**config.mk**
```make
export PLATFORM = sky130hd
export DESIGN_NAME = output_deskew_buffer
export DESIGN_NICKNAME = d
export VERILOG_FILES = /design/src/rtl/output_deskew_buffer.sv
export SDC_FILE = /design/constraint.sdc
export NUM_CORES = 1
export LEC_CHECK = 0
export ABC_AREA = 1
export CORE_MARGIN = 2
export CORE_UTILIZATION = 40
export CTS_CLUSTER_DIAMETER = 150
export DETAILED_ROUTE_END_ITERATION = 16
export PLACE_DENSITY = 0.6
export SYNTH_ARGS = -nofsm -noshare
export SYNTH_HDL_FRONTEND = slang
export SYNTH_SLANG_ARGS = --single-unit
```
**constraint.sdc**
```tcl
create_clock -name clk -period 8.1 [get_ports clk]
set_clock_uncertainty 0.2 [all_clocks]
set_input_delay 0.81 -clock clk [delete_from_list [all_inputs] [get_ports clk]]
set_output_delay 0.81 -clock clk [all_outputs]
set_load 0.02 [all_outputs]
```
**src/rtl/output_deskew_buffer.sv**
```systemverilog
// Purpose : removes the one-cycle-per-column skew at the array bottom edge and queues complete rows.
// Latency : a row is written on the edge that samples lane ARRAYWIDTH-1; out_valid rises right after that edge.
// Backpr. : the array cannot stall. Rows that arrive while the FIFO is full are dropped and set overflow.
//
// Ports:
//   clk, rst (async, active-low), flush (sync clear of lines, FIFO and flags)
//   in_valid/in_data   : skewed per-lane results; lane j is in bits [(j+1)*DATASIZE-1 : j*DATASIZE]
//   out_valid/out_ready/out_data : deskewed row handshake; a pop happens on out_valid && out_ready
//   fifo_count         : number of stored rows, including the row shown on out_data
//   overflow, skew_err : sticky fault flags
module output_deskew_buffer #(
  parameter int ARRAYWIDTH = 4,
  parameter int DATASIZE   = 16,
  parameter int DEPTH      = 8
) (
  input  logic                           clk,
  input  logic                           rst,
  input  logic                           flush,
  input  logic [ARRAYWIDTH-1:0]          in_valid,
  input  logic [ARRAYWIDTH*DATASIZE-1:0] in_data,
  output logic                           out_valid,
  input  logic                           out_ready,
  output logic [ARRAYWIDTH*DATASIZE-1:0] out_data,
  output logic [$clog2(DEPTH):0]         fifo_count,
  output logic                           overflow,
  output logic                           skew_err
);

  localparam int AW = $clog2(DEPTH);
  localparam int RW = ARRAYWIDTH * DATASIZE;

  logic [ARRAYWIDTH-1:0] w_av;
  logic [RW-1:0]         w_row;

  // Lane j is delayed by ARRAYWIDTH-1-j cycles, so every lane of a row lines up
  // with the last lane, which passes straight through.
  for (genvar gj = 0; gj < ARRAYWIDTH; gj++) begin : g_lane
    localparam int D = ARRAYWIDTH - 1 - gj;
    if (D == 0) begin : g_pass
      assign w_av[gj]                       = in_valid[gj];
      assign w_row[gj*DATASIZE +: DATASIZE] = in_data[gj*DATASIZE +: DATASIZE];
    end else begin : g_dly
      logic [D-1:0]               r_vld;
      logic [D-1:0][DATASIZE-1:0] r_dat;

      always_ff @(posedge clk or negedge rst) begin
        if (!rst) begin
          r_vld <= '0;
          r_dat <= '0;
        end else begin
          // Flush kills every valid bit, including the one being sampled now.
          r_vld[0] <= in_valid[gj] & ~flush;
          r_dat[0] <= in_data[gj*DATASIZE +: DATASIZE];
          for (int k = 1; k < D; k++) begin
            r_vld[k] <= r_vld[k-1] & ~flush;
            r_dat[k] <= r_dat[k-1];
          end
        end
      end

      assign w_av[gj]                       = r_vld[D-1];
      assign w_row[gj*DATASIZE +: DATASIZE] = r_dat[D-1];
    end
  end

  logic [RW-1:0] r_mem [DEPTH];
  logic [AW:0]   r_wptr;
  logic [AW:0]   r_rptr;
  logic          r_out_vld;
  logic [RW-1:0] r_out_dat;
  logic          r_ovf;
  logic          r_skew;

  logic          w_full;
  logic          w_pop;
  logic          w_row_full;
  logic          w_push;
  logic          w_ovf;
  logic          w_skew;
  logic [AW:0]   w_wptr_nxt;
  logic [AW:0]   w_rptr_nxt;
  logic [RW-1:0] w_head;

  assign w_full     = (r_wptr[AW] != r_rptr[AW]) && (r_wptr[AW-1:0] == r_rptr[AW-1:0]);
  assign w_pop      = r_out_vld & out_ready;
  assign w_row_full = &w_av;
  // A simultaneous pop frees the slot, so a full FIFO can still accept the row.
  assign w_push     = w_row_full & (~w_full | w_pop);
  assign w_ovf      = w_row_full & w_full & ~w_pop;
  assign w_skew     = (|w_av) & ~w_row_full;
  assign w_wptr_nxt = r_wptr + {{AW{1'b0}}, w_push};
  assign w_rptr_nxt = r_rptr + {{AW{1'b0}}, w_pop};

  // The next head is the row being written this edge when it lands in the next
  // read slot. This happens only when the FIFO drains to that single row.
  assign w_head = (w_push && (w_rptr_nxt[AW-1:0] == r_wptr[AW-1:0]))
                  ? w_row : r_mem[w_rptr_nxt[AW-1:0]];

  always_ff @(posedge clk) begin
    if (w_push && !flush) begin
      r_mem[r_wptr[AW-1:0]] <= w_row;
    end
  end

  always_ff @(posedge clk or negedge rst) begin
    if (!rst) begin
      r_wptr    <= '0;
      r_rptr    <= '0;
      r_out_vld <= 1'b0;
      r_out_dat <= '0;
      r_ovf     <= 1'b0;
      r_skew    <= 1'b0;
    end else if (flush) begin
      // out_data keeps its last value. Only the valid and state bits clear.
      r_wptr    <= '0;
      r_rptr    <= '0;
      r_out_vld <= 1'b0;
      r_ovf     <= 1'b0;
      r_skew    <= 1'b0;
    end else begin
      r_wptr    <= w_wptr_nxt;
      r_rptr    <= w_rptr_nxt;
      r_out_vld <= (w_wptr_nxt != w_rptr_nxt);
      if (w_wptr_nxt != w_rptr_nxt) begin
        r_out_dat <= w_head;
      end
      if (w_ovf) begin
        r_ovf <= 1'b1;
      end
      if (w_skew) begin
        r_skew <= 1'b1;
      end
    end
  end

  assign out_valid  = r_out_vld;
  assign out_data   = r_out_dat;
  assign fifo_count = r_wptr - r_rptr;
  assign overflow   = r_ovf;
  assign skew_err   = r_skew;

endmodule

```
After elaboration in Yosys (flattened, before gate mapping) --
Memories as Yosys holds them, arrays and structs flattened. A register that Yosys moved wholly into a read port is not among the register bits. Index checks and enable logic that the tools add are counted.
Storage, ports and cells: input port bits 72, memories kept 1, logic and storage cells 55, register bits 113, output and inout bits 71, memory bits (writable) 512
Operators by class: reductions and logical operators 9, equal/unequal tests 3, add/sub/neg operators 3, bitwise gates (word level) 16, mux-type cells 9
Memories:
- r_mem | words 8, width 64, rd ports 1, clocked after Yosys merged registers in 1, write ports 1, line 66 | logic [RW-1:0] r_mem [DEPTH];
Operator list (number):
- $and 1x1->1 | 11
- $add 4x1->4 | 2
- $mux 4 | 2
- $mux 1 | 7
- $ne 4x4->1 | 1
- $not 1->1 | 4
- $reduce_and 4->1 | 1
- $reduce_bool 2->1 | 2
- $reduce_or 4->1 | 1
- $sub 4x4->4 | 1
- $eq 3x3->1 | 1
- $logic_and 1x1->1 | 2
- $logic_not 1->1 | 2
- $reduce_and 2->1 | 1
- $ne 1x1->1 | 1
- $or 1x1->1 | 1

Logic depth before layout (Yosys ltp) --
word-level depth 8, depth in mapped cells 19, gate-level depth less buffers 17

Worst setup path after synthesis --
No wires, ideal clock.
kind input-to-reg, start in in_valid[3], end mem r_mem[0][0] (netlist bit) (enable), data required time 7.256 ns, stages 5, library setup time 0.644 ns, path slack -0.355 ns, data arrival time 7.611 ns, buffers on the path 1, cell sequence nand2_1 > nor3_1 > nand3_2 > clkbuf_1 > nor4_1
On the way: word-level cells in the longest chain between the ends 5
RTL lines:
- start: declaration | line 19 | input logic [ARRAYWIDTH-1:0] in_valid,
- $reduce_and 4->1 | line 86 | assign w_row_full = &w_av;
- $and 1x1->1 | line 88 | assign w_push = w_row_full & (~w_full | w_pop);
- $logic_and 1x1->1 | line 100 | if (w_push && !flush) begin
- $mux 1 | line 100
- $mux 1 (implied by the code) | line 101 | r_mem[r_wptr[AW-1:0]] <= w_row;
- end: declaration | line 66
No other way between the ends.

Worst setup path in the final report --
start reg r_wptr[0], end reg r_out_dat[44] (netlist: out_data[44]) (read register of r_mem)
On the way: word-level cells in the longest chain between the ends 8
RTL lines:
- start: declaration | line 67 | logic [AW:0] r_wptr;
- start signal: assignment | line 121 | r_wptr <= w_wptr_nxt;
- $eq 3x3->1 | line 84 | assign w_full = (r_wptr[AW] != r_rptr[AW]) && (r_wptr[AW-1:0] == r_rptr[AW-1:0]);
- $logic_and 1x1->1 | line 84
- $not 1->1 | line 88
- $or 1x1->1 | line 88
- $and 1x1->1 | line 88
- $add 4x1->4 * | line 91 | assign w_wptr_nxt = r_wptr + {{AW{1'b0}}, w_push};
- $ne 4x4->1 * | line 124 | if (w_wptr_nxt != w_rptr_nxt) begin
- $reduce_and 2->1 (no source line) *
- end: declaration | line 70 | logic [RW-1:0] r_out_dat;
Mark *: on every way between the ends. The rest lies on a longest branch, timed or not. A chain may end at the register's enable or synchronous reset.

==> summary.txt <==
footprint of the multi-input gates: 0.006556 mm2
antenna violations before repair: 2
pre-CTS WS: 3.005 ns
critical path required time: 8.44 ns
Max VDD drop: 0.0001401 V
layout cells sized above 1: 5.080%
DRT Wirelength: 66970 um
post-CTS setup buffer count: 0
Flop pwr share: 50.6%
Lkg Pwr: 15.23 nW
fin crit period: 4.514 ns
Die H: 272.8 um
syn_nets: 3014
GRT Overall Usage: 18.45%
wire per inst: 16.50 um
post_cts resized: 0
# nets final: 3129
cells after synthesis: 2934
Critical Path Source: r_wptr[0]
Worst Path Arrival: 4.86 ns
status: completed
Seq/Total Area, Yosys: 68.54%
R2R Path End: out_data[44]
n_diodes: 0
count leader, synth: nand2_1
first-pass GRT wire length: 105700 um
die footprint: 0.07440 mm2
clock-pin slew on the worst setup and hold paths: 0.06 ns
Post-synth top cells: 1191 x nand2_1, 535 x inv_1, 512 x edfxtp_1, 262 x nand3_1, 177 x dfrtp_1
Synth area leader: edfxtp_1
Worst Max-Slew Pin Slew: 1.111 ns
CP endpoint: out_data[44]
I/O Buffers: 142
Setup crit start kind: flip-flop
setup violators final: 0
H-tree depth: 3
drt pass-1 iters: 6
Syn Area/Cell: 9.848 um2
Sw Ratio: 23.05%
number of DRC markers in iteration 0: 1298
most area-consuming cells after synthesis: edfxtp_1 53%, nand2_1 15%, dfrtp_1 15%, inv_1 7.0%, nand3_1 4.5%
startpoint of the worst register-to-register path: r_wptr[0]
f_max: 0.2215 GHz
total CTS buffers: 74
Setup crit end kind: flip-flop
largest net degree at the start of global routing: 198
num ports: 143
final hold violations: 0
slew margin rel.: 25.95%
initial core utilization: 40.42%
Vias/cell: 4.629
register area: 0.01980 mm2
combinational group share of total power: 9.2%
CTS tree: yes
Worst Hold Class: flip-flop to flip-flop
num rows: 98
RSZ-0062 raised after global routing: false
Synth Warn #: 0
remaining antenna violation count: 0
power per cell area: 242.4 mW/mm2
TritonCTS sink count: 689
maxcap violations: 0
Inst Count DP: 3922
core area: 0.07149 mm2
Slew Viols, Final: 0
clock network fraction of total power: 40.1%
DRC viols: 0
die span in x: 272.8 um
synthesized area: 0.02889 mm2
Final period util: 55.73%
worst r2r path cells: 14
Overall Power: 8.156 mW
reg2reg setup slack: 3.59 ns
worst-path fanout max: 38
async set or reset register ratio after synthesis: 25.69%
fill count: 6515
post-synthesis cell type count: 25
routability cong.: 0.7443
Max clock buf depth: 3
Final WS setup: 3.586 ns
Area growth, synth to finish: 16.46%
Vias: 18.79k
Post-DP HPWL: 34130 um
top cell type's share of synthesized area: 53.21%
FF+latch count, synth: 689
Net Sw Power: 1.880 mW
Post-synth EDFFs: 512
vias in the first global route: 18.40k
residual overflow from global routing: 0
Main synth FF type: edfxtp_1
Layout Cells excl Fill: 4060
CTS root buffer: clkbuf_16
Setup CP Type: flip-flop to flip-flop
clk_lat worst skew: 0.61 ns
internal power: 6.276 mW
cells in the final DEF, fill, tap and decap left out, types with 2 or more instances in the layout:
| cell | count |
|---|---|
| clkbuf_16 | 76 |
| edfxtp_1 | 512 |
| clkbuf_1 | 25 |
| inv_1 | 535 |
| nand2_2 | 3 |
| clkinv_2 | 8 |
| ha_1 | 5 |
| nor2_1 | 19 |
| nor3_2 | 6 |
| clkbuf_8 | 12 |
| nor4_2 | 2 |
| inv_2 | 2 |
| o21ai_0 | 65 |
| a21oi_1 | 4 |
| nand2_1 | 1188 |
| clkdlybuf4s50_1 | 141 |
| ha_4 | 2 |
| nand3_1 | 262 |
| xor2_1 | 2 |
| bufinv_16 | 3 |
| inv_6 | 3 |
| buf_4 | 31 |
| dfrtp_1 | 177 |
| xnor2_1 | 2 |
| nand4_1 | 2 |
| clkinv_8 | 3 |
| clkinv_1 | 8 |
state kept, by name, indices dropped and copies added, names as in the netlist:
name and cells:
out_valid 1, overflow 1, r_mem 512, g_lane.g_dly.r_vld 6
r_wptr 4, g_lane.g_dly.r_dat 96, r_rptr 4, skew_err 1
out_data 64
metrics by stage:
step                      hold slack [ns]  TNS, ns  util, %  instance area (um2)
after floorplan                    0.1312   -45.49        -                28890
after global placement             0.1325        0    43.73                31260
after detailed placement           0.1347        0    43.73                31260
after CTS                          0.1475        0    47.07                33650
after global routing               0.1550        0    47.07                33650
final                              0.1428        0    47.07                33650
cells by family after synthesis:
| kind of cell | count (synthesis) | synth area share [%] |
|---|---|---|
| xor gates and xnor gates | 4 | 0.1213 |
| AOI/OAI and AO/OA | 72 | 1.277 |
| buffers and inverters | 675 | 9.107 |
| adders and majority gates | 8 | 0.3724 |
| and+or+nand+nor | 1486 | 20.58 |
| DFF | 689 | 68.54 |
how the worst min path moves through the flow:
| stage | depth (start not counted) | slack (ns) | endpoint | startpoint |
|---|---|---|---|---|
| 2_1_floorplan | 0 | 0.13 | g_lane[0].g_dly.r_dat[16] | g_lane[0].g_dly.r_dat[0] |
| 3_3_place_gp | 0 | 0.13 | g_lane[1].g_dly.r_dat[28] | g_lane[1].g_dly.r_dat[12] |
| 3_5_place_dp | 0 | 0.13 | g_lane[0].g_dly.r_dat[30] | g_lane[0].g_dly.r_dat[14] |
| 4_1_cts | 0 | 0.15 | g_lane[0].g_dly.r_dat[30] | g_lane[0].g_dly.r_dat[14] |
| 5_1_grt | 0 | 0.15 | g_lane[0].g_dly.r_dat[29] | g_lane[0].g_dly.r_dat[13] |
| 6_report | 0 | 0.14 | g_lane[1].g_dly.r_dat[24] | g_lane[1].g_dly.r_dat[8] |
power by group through the flow:
stage | Sequential [mW] | Clock, mW | Combinational, mW
final | 4.13 | 3.27 | 0.751
after global routing | 4.16 | 3.50 | 0.812
after CTS | 4.14 | 3.35 | 0.764
after detailed placement | 4.20 | 0 | 0.760
after global placement | 4.21 | 0 | 0.754
after floorplan | 4.35 | 0 | 0.133
worst max-delay path, stage by stage, from the launching register on:
cell and delay, ns:
dfrtp_1 0.56, inv_2 0.16, ha_1 0.35, nand3_1 0.14
nor2_1 0.09, a21oi_1 0.32, ha_1 0.26, ha_1 0.26
xor2_1 0.15, nor2_1 0.12, nand3_1 0.15, o21ai_4 0.83
buf_4 0.59, nand2_1 0.11, nand2_1 0.09
per-layer routing:
metal | vias up | track usage, % | share of wire, %
met5 | - | 0 | 0
met2 | 476 | 29.81 | 46
met3 | 88 | 3.005 | 5.8
met4 | 0 | 5.870 | 2.2
met1 | 8889 | 25.52 | 46
li1 | 9339 | - | -
cell type report:
cell class	count	area share [%]
repair buffers	175	5.016
multi-input cells	1570	19.48
clock buffers	112	6.381
flip-flops and latches	689	58.86
clock inverters	25	0.6953
well taps	950	3.533
inverters	539	6.035
repair_timing:
item	CTS	global route
hold endpoints to repair	3	0
hold buffers	1	0
setup endpoints to repair	0	0
(Power assumes the default switching activity.)
